<file path="src/rtl/regfile_sb.sv">
// regfile_sb: architectural register file with three combinational read
// ports, one write port, optional same-cycle write bypass and a busy-bit
// scoreboard that flags read-after-write hazards back to decode.
module regfile_sb #(
    parameter int DATA_W  = 16,
    parameter int ADDR_W  = 4,
    parameter int ZERO_R0 = 1,
    parameter int BYPASS  = 1
) (
    input  logic              clk,
    input  logic              rst,
    input  logic [ADDR_W-1:0] rs1,
    input  logic [ADDR_W-1:0] rs2,
    input  logic [ADDR_W-1:0] rd,
    output logic [DATA_W-1:0] rd1,
    output logic [DATA_W-1:0] rd2,
    output logic [DATA_W-1:0] rd3,
    input  logic              we,
    input  logic [ADDR_W-1:0] wa,
    input  logic [DATA_W-1:0] wd,
    input  logic              iss_v,
    input  logic [ADDR_W-1:0] iss_rd,
    output logic              hazard,
    output logic [ADDR_W:0]   busy_cnt
);

    localparam int DEPTH = 1 << ADDR_W;
    localparam bit ZR    = (ZERO_R0 != 0);
    localparam bit BP    = (BYPASS != 0);

    logic [DATA_W-1:0] r_mem [DEPTH];
    logic [DEPTH-1:0]  r_busy;
    logic [ADDR_W:0]   r_busy_cnt;

    logic              w_wr_en;
    logic              w_set_en;
    logic              w_inc;
    logic              w_dec;
    logic [DEPTH-1:0]  w_busy_nxt;

    // Read value of one port: hard zero, then forwarded write data, then storage.
    // Forwarding is blocked while rst is held so all read ports show 0 in reset.
    function automatic logic [DATA_W-1:0] rd_port(input logic [ADDR_W-1:0] a);
        if (ZR && a == '0)
            return '0;
        else if (BP && !rst && we && wa == a)
            return wd;
        else
            return r_mem[a];
    endfunction

    // A busy source only hazards if this cycle's write cannot forward it.
    function automatic logic src_hazard(input logic [ADDR_W-1:0] a);
        return r_busy[a] && !(BP && we && wa == a);
    endfunction

    // Write and scoreboard-set qualifiers; register 0 is inert when hardwired.
    always_comb begin
        w_wr_en  = we && !(ZR && wa == '0);
        w_set_en = iss_v && !(ZR && iss_rd == '0);
    end

    // Next busy vector: clear on write, then set on issue so a new producer wins.
    always_comb begin
        w_busy_nxt = r_busy;
        if (we)
            w_busy_nxt[wa] = 1'b0;
        if (w_set_en)
            w_busy_nxt[iss_rd] = 1'b1;
    end

    // Effective 0->1 and 1->0 transitions that move the busy counter.
    always_comb begin
        w_inc = w_set_en && !r_busy[iss_rd];
        w_dec = we && r_busy[wa] && !(w_set_en && iss_rd == wa);
    end

    // Combinational read ports and hazard.
    always_comb begin
        rd1    = rd_port(rs1);
        rd2    = rd_port(rs2);
        rd3    = rd_port(rd);
        hazard = src_hazard(rs1) || src_hazard(rs2);
    end

    assign busy_cnt = r_busy_cnt;

    // Register storage: async clear, one write per edge.
    always_ff @(posedge clk or posedge rst) begin
        if (rst) begin
            for (int i = 0; i < DEPTH; i++)
                r_mem[i] <= '0;
        end else if (w_wr_en) begin
            r_mem[wa] <= wd;
        end
    end

    // Busy vector and its population counter, kept in lockstep.
    always_ff @(posedge clk or posedge rst) begin
        if (rst) begin
            r_busy     <= '0;
            r_busy_cnt <= '0;
        end else begin
            r_busy <= w_busy_nxt;
            case ({w_inc, w_dec})
                2'b10:   r_busy_cnt <= r_busy_cnt + (ADDR_W+1)'(1);
                2'b01:   r_busy_cnt <= r_busy_cnt - (ADDR_W+1)'(1);
                default: r_busy_cnt <= r_busy_cnt;
            endcase
        end
    end

endmodule

</file>
<file path="config.mk">
export PLATFORM = sky130hd
export DESIGN_NAME = regfile_sb
export DESIGN_NICKNAME = d
export VERILOG_FILES = /design/src/rtl/regfile_sb.sv
export SDC_FILE = /design/constraint.sdc
export NUM_CORES = 1
export LEC_CHECK = 0
export CORE_UTILIZATION = 55
export DETAILED_ROUTE_END_ITERATION = 8
export GPL_TIMING_DRIVEN = 0
export PLACE_DENSITY = 0.77
export SLEW_MARGIN = 10
export SYNTH_ARGS = -nofsm -noshare
export SYNTH_HDL_FRONTEND = slang
export SYNTH_SLANG_ARGS = --single-unit
export TNS_END_PERCENT = 100
</file>
<file path="constraint.sdc">
create_clock -name clk -period 8.58 [get_ports clk]
set_input_delay 0.858 -clock clk [delete_from_list [all_inputs] [get_ports clk]]
set_output_delay 0.858 -clock clk [all_outputs]
set_load 0.005 [all_outputs]
</file>
Word-level counts from Yosys, hierarchy flattened

Cells that the tools add are included.

Add/subtract/negate cells: 2
$lt $le $gt $ge: 11
Bitwise operators: 7
Divide/modulo/power cells: 0
Shift operators: 0
Reduce and logical (&&, ||, !) cells: 31
Equality and inequality tests: 6
$mul: 0
Mux-type cells: 33

Operators with widths:

| kind                                                                                | number |
|---|---|
| 256-bit bitwise mux                                                                 | 1 |
| 16-bit 2-to-1 mux                                                                   | 15 |
| 16-bit binary-select mux with 4-bit select                                          | 3 |
| 16-bit demux with 4-bit select                                                      | 1 |
| 5-bit greater-or-equal comparator, second input constant                            | 4 |
| 4-bit zero test                                                                     | 5 |
| 4-bit by 5-bit less-than comparator with 1-bit output, second input constant        | 4 |
| 4-bit inverter with 5-bit output                                                    | 4 |
| 1-bit logical AND                                                                   | 17 |
| 16-bit AND                                                                          | 1 |
| 1-bit binary-select mux with 4-bit select                                           | 4 |
| 4-bit == test                                                                       | 4 |
| 16-bit inverter                                                                     | 1 |
| 16-bit OR                                                                           | 1 |
| 5-bit case mux with 2 select lines                                                  | 1 |
| 1-bit demux with 4-bit select                                                       | 2 |
| 4-bit by 1-bit greater-or-equal comparator with 1-bit output, second input constant | 2 |
| 1-bit zero test                                                                     | 7 |
| 1-bit 2-to-1 mux                                                                    | 6 |
| 5-bit by 1-bit adder with 5-bit output, second input constant                       | 1 |
| 5-bit by 1-bit less-than comparator with 1-bit output, second input constant        | 1 |
| 5-bit by 1-bit subtractor with 5-bit output, second input constant                  | 1 |
| 2-bit by 1-bit == test with 1-bit output, second input constant                     | 1 |
| 2-bit == test, second input constant                                                | 1 |
| 2 further kinds                                                                     | 2 |

Flip-flop bits (word level): 277
Memories: 0
Latch bits: 0
Word-level logic and storage cells: 108
Memory bits (read-only): 0
Bits in writable memories: 0
Input port bits: 40

Depth between registers and ports, before layout

Depth after elaboration: 9
Gate-level depth with buffers: 12
Mapped depth without buffers: 12

Least setup slack after synthesis

Ideal clock, no wire load.

Path kind: input to register
Start: input wa[1]
End: register r_busy_cnt[4] (netlist: busy_cnt[4])
Library setup time: 125 ps
Arrival: 3,502 ps
Stages on the path: 12
Path slack: 4,953 ps
Buffers on the path: 2
Cell sequence: clkbuf_1 -> buf_2 -> mux4_2 -> mux4_2 -> o211a_1 -> ha_1 -> fa_1 -> a21o_1 -> a21oi_1 -> xor2_1 -> nor2_1 -> xor2_1

Word-level cells in the longest chain between the ends: 6
Elaborated cells between the ends (all ways): 11
Classes of those cells: eq/ne: 3; mux: 3; reduce/logical: 5

RTL lines:

| item                                                                               | line | RTL |
|---|---|---|
| start: declaration                                                                 | 19   | `input logic [ADDR_W-1:0] wa,` |
| 1-bit binary-select mux with 4-bit select / 4-bit == test (equally long branches)  | 75   | `w_dec = we && r_busy[wa] && !(w_set_en && iss_rd == wa);` |
| 1-bit 2-to-1 mux (not written as such) / 1-bit logical AND (equally long branches) | 75   |  |
| 1-bit logical AND / 1-bit zero test (equally long branches)                        | 75   |  |
| 1-bit logical AND *                                                                | 75   |  |
| 2-bit by 1-bit == test with 1-bit output / 2-bit == test (equally long branches)   | 105  | `case ({w_inc, w_dec})` |
| 5-bit case mux with 2 select lines / 2-bit nonzero test (equally long branches)    | n/a  |  |
| end signal: assignment                                                             | 106  | `2'b10: r_busy_cnt <= r_busy_cnt + (ADDR_W+1)'(1);` |
| end signal: assignment                                                             | 107  | `2'b01: r_busy_cnt <= r_busy_cnt - (ADDR_W+1)'(1);` |
| end signal: assignment                                                             | 108  | `default: r_busy_cnt <= r_busy_cnt;` |
| end: declaration                                                                   | 33   | `logic [ADDR_W:0] r_busy_cnt;` |

Every way passes the cells marked *; elsewhere a longest branch is shown, timed or not. The select of a mux whose other input is x is not followed.
A chain may end at the register's enable or synchronous reset.

Final worst setup path

Start: input we
End: output rd3[14]

Word-level cells in the longest chain between the ends: 4

RTL lines:

| item                           | line | RTL |
|---|---|---|
| start: declaration             | 18   | `input logic we,` |
| 1-bit logical AND (2 in a row) | 46   | `else if (BP && !rst && we && wa == a)` |
| 16-bit 2-to-1 mux              | 46   |  |
| 16-bit 2-to-1 mux              | 44   | `if (ZR && a == '0)` |
| end: declaration               | 17   | `output logic [DATA_W-1:0] rd3,` |

No other way between the ends.

==> run metrics <==
Synth cell types=48; status=completed; Post-Synthesis Cells=1,158; core box area=0.0318 mm²; top-area cell type share of the netlist area=38.6%; Post-synth ARST share=100%; Synth Warn #=0; clk buf depth=3; synth cell count leaders=dfrtp_1, mux2_2, mux4_2; endpoints failing setup=0; syn nets=1,203; final hold violation count=0; CTS tree=done; drt total wl=58,600 µm; worst-path maximum fanout=10; first-pass GRT wire length=85,800 µm; leak pwr=8.28 nW; FMAX=0.179 GHz; Pwr Density=233 mW/mm²; post-synthesis sequential area ratio=38.6%; # port buffers=68; # DRC=0; Post-CTS Hold Fix Bufs=0; clock skew=0.00348 ns; wire per inst=34.0 µm; CP arrival=4.72 ns; die width=183 µm; EDFF count, synth=0; Inst Count DP=1,663; post-route ant nets=0; Avg Cell Area, Syn=15.5 µm²; CP max-delay cell=nor2_1; critical-path cell list=clkdlybuf4s50_1, nor2b_1, nand3_1, nor2_1, clkbuf_1, o2bb2ai_1, clkdlybuf4s50_1; CP endpoint kind=output pin; Clock Latency Late Sink=0.58 ns; post-CTS setup buffer count=0; Initial DRT Pass Iterations=6; period utilisation layout=65.0%; WP data required=7.72 ns; row count=65; Max Slew Vio Count=0; Iter 0 DRT Violations=1,677; Peak VDD IR=0.000172 V; initial core utilization=56.4%; most used cell along the critical path=clkdlybuf4s50_1; most frequent cell after synthesis=dfrtp_1; Slew HR=11.0%; initial antenna violation count=2; hpwl dp=37,200 µm; slowest stage delay, CP=0.86 ns; vias in the first global route=12,841; Total GRT Usage=36.3%; Reg clk slew, reported paths=0.06 ns; Startpoint Class=input pin; CP Class=input pin to output pin; H-tree depth=1; Synth area leader=dfrtp_1; I/O pin total=94; Cell Area, Synth=0.0179 mm²; minimum clock period=5.58 ns; Non-Filler Instances=1,723; vias per cell=7.37; gr ovfl total=0; routed vias=12,690; Final TNS setup=0 ns; synth top area cells=dfrtp_1, mux4_2, mux2_2, mux4_1, o2bb2ai_1; Die H=183 µm; max_cap viols=0; largest net degree at the start of global routing=120; layout overhead on the synthesized area=13.3%; worst hold path class=flop to flop; Top FF cell, synth=dfrtp_1; gpl congestion=0.939; Clk Tree Root Cell=clkbuf_16; Die ar.=0.0333 mm²; flops & latches, synth=277; layout cells sized above 1=43.1%; RSZ-0062 raised after global routing=no; worst slew pin tran=1.34 ns; register-to-register setup slack=5.46 ns; Final nets=1,306; TritonCTS buffer count=31; overall power=4.74 mW; clock sinks=277; PostCTS Resize Cnt=0
## where the power goes
part / switching, mW / internal (mW) / total (mW) / leakage (nW)
logic: 0.521 / 0.900 / 1.42 / 4.31
registers: 0.294 / 1.60 / 1.89 / 3.42
clock network: 0.570 / 0.859 / 1.43 / 0.549
## cell families after synthesis
family,count (synthesis),synth area share [%]
adder cells (fa/ha/maj),5,0.391
AND/OR/NAND/NOR,66,1.91
buffers and inverters,202,5.45
multiplexers,502,48.9
AO/OA/AOI/OAI,86,3.78
flip-flops,277,38.6
XOR/XNOR,20,0.977
## final cells by class
cell class / instances / area, µm²
clock buffer: 47 / 966
multi-input combinational: 679 / 10000
buffer: 144 / 761
fill: 2315 / 11500
inverter: 58 / 225
tap: 435 / 544
clock inverter: 10 / 129
sequential: 277 / 6930
timing repair buffer: 70 / 736
antenna: 3 / 7.51
## final timing paths
| check | start | endpoint | depth (start not counted) |
|---|---|---|---|
| min in group asynchronous | rst | r_busy[1]$_DFF_PP0_ | 2 |
| max in group asynchronous | rst | r_mem[55]$_DFFE_PP0P_ | 3 |
| setup / recovery | we | rd3[14] | 7 |
| hold reg to reg | busy_cnt[4]$_DFFE_PP0P_ | busy_cnt[4]$_DFFE_PP0P_ | 1 |
| hold / removal | busy_cnt[4]$_DFFE_PP0P_ | busy_cnt[4]$_DFFE_PP0P_ | 1 |
| setup reg to reg | r_busy[10]$_DFF_PP0_ | busy_cnt[4]$_DFFE_PP0P_ | 10 |
## per-stage QoR
step | worst slack [ns] | area, µm² | hold WS [ns] | util, %
global route | 3.08 | 20300 | 0.482 | 63.9
global placement | -3.40 | 19200 | 0.457 | 60.3
finish | 3.00 | 20300 | 0.473 | 63.9
floorplan | 0.0849 | 17900 | 0.455 | -
CTS | 3.10 | 20300 | 0.477 | 63.9
detailed placement | 3.10 | 19200 | 0.469 | 60.5
## worst max-delay path: cells and delay by family
kind	cells	cell delay [ns]
compound gates	1	0.26
buf+inv	3	2.09
simple gates	3	1.50
## state kept, by name, indices dropped and copies added (netlist names)
register,cells
r_mem,256
r_busy,16
busy_cnt,5
## per-layer routing
layer,vias up,GRT usage (%),routed length [µm]
met5,-,0,0
met4,0,22.0,3800
met3,250,11.8,7410
met2,1052,52.2,25800
met1,6546,48.2,21600
li1,4842,-,-
## layout by cell type (no fill, tap or decap), types with 5 or more instances in the layout
cell type        instances
clkbuf_16               31
a21oi_1                  6
mux4_2                 194
clkdlybuf4s50_1         68
mux4_1                  61
clkinv_1                26
nand2_1                 16
buf_1                   22
o21ai_0                 11
buf_6                    8
nor2_1                  14
mux2_2                 234
buf_12                   5
nand2b_1                 5
nand3_1                  7
mux2_1                   9
buf_4                    7
o2bb2ai_1               46
xor2_1                  14
inv_1                   31
clkinv_2                 6
buf_2                   41
xnor2_1                  6
clkbuf_1                63
dfrtp_1                277
clkbuf_8                13
(Power assumes the default switching activity.)
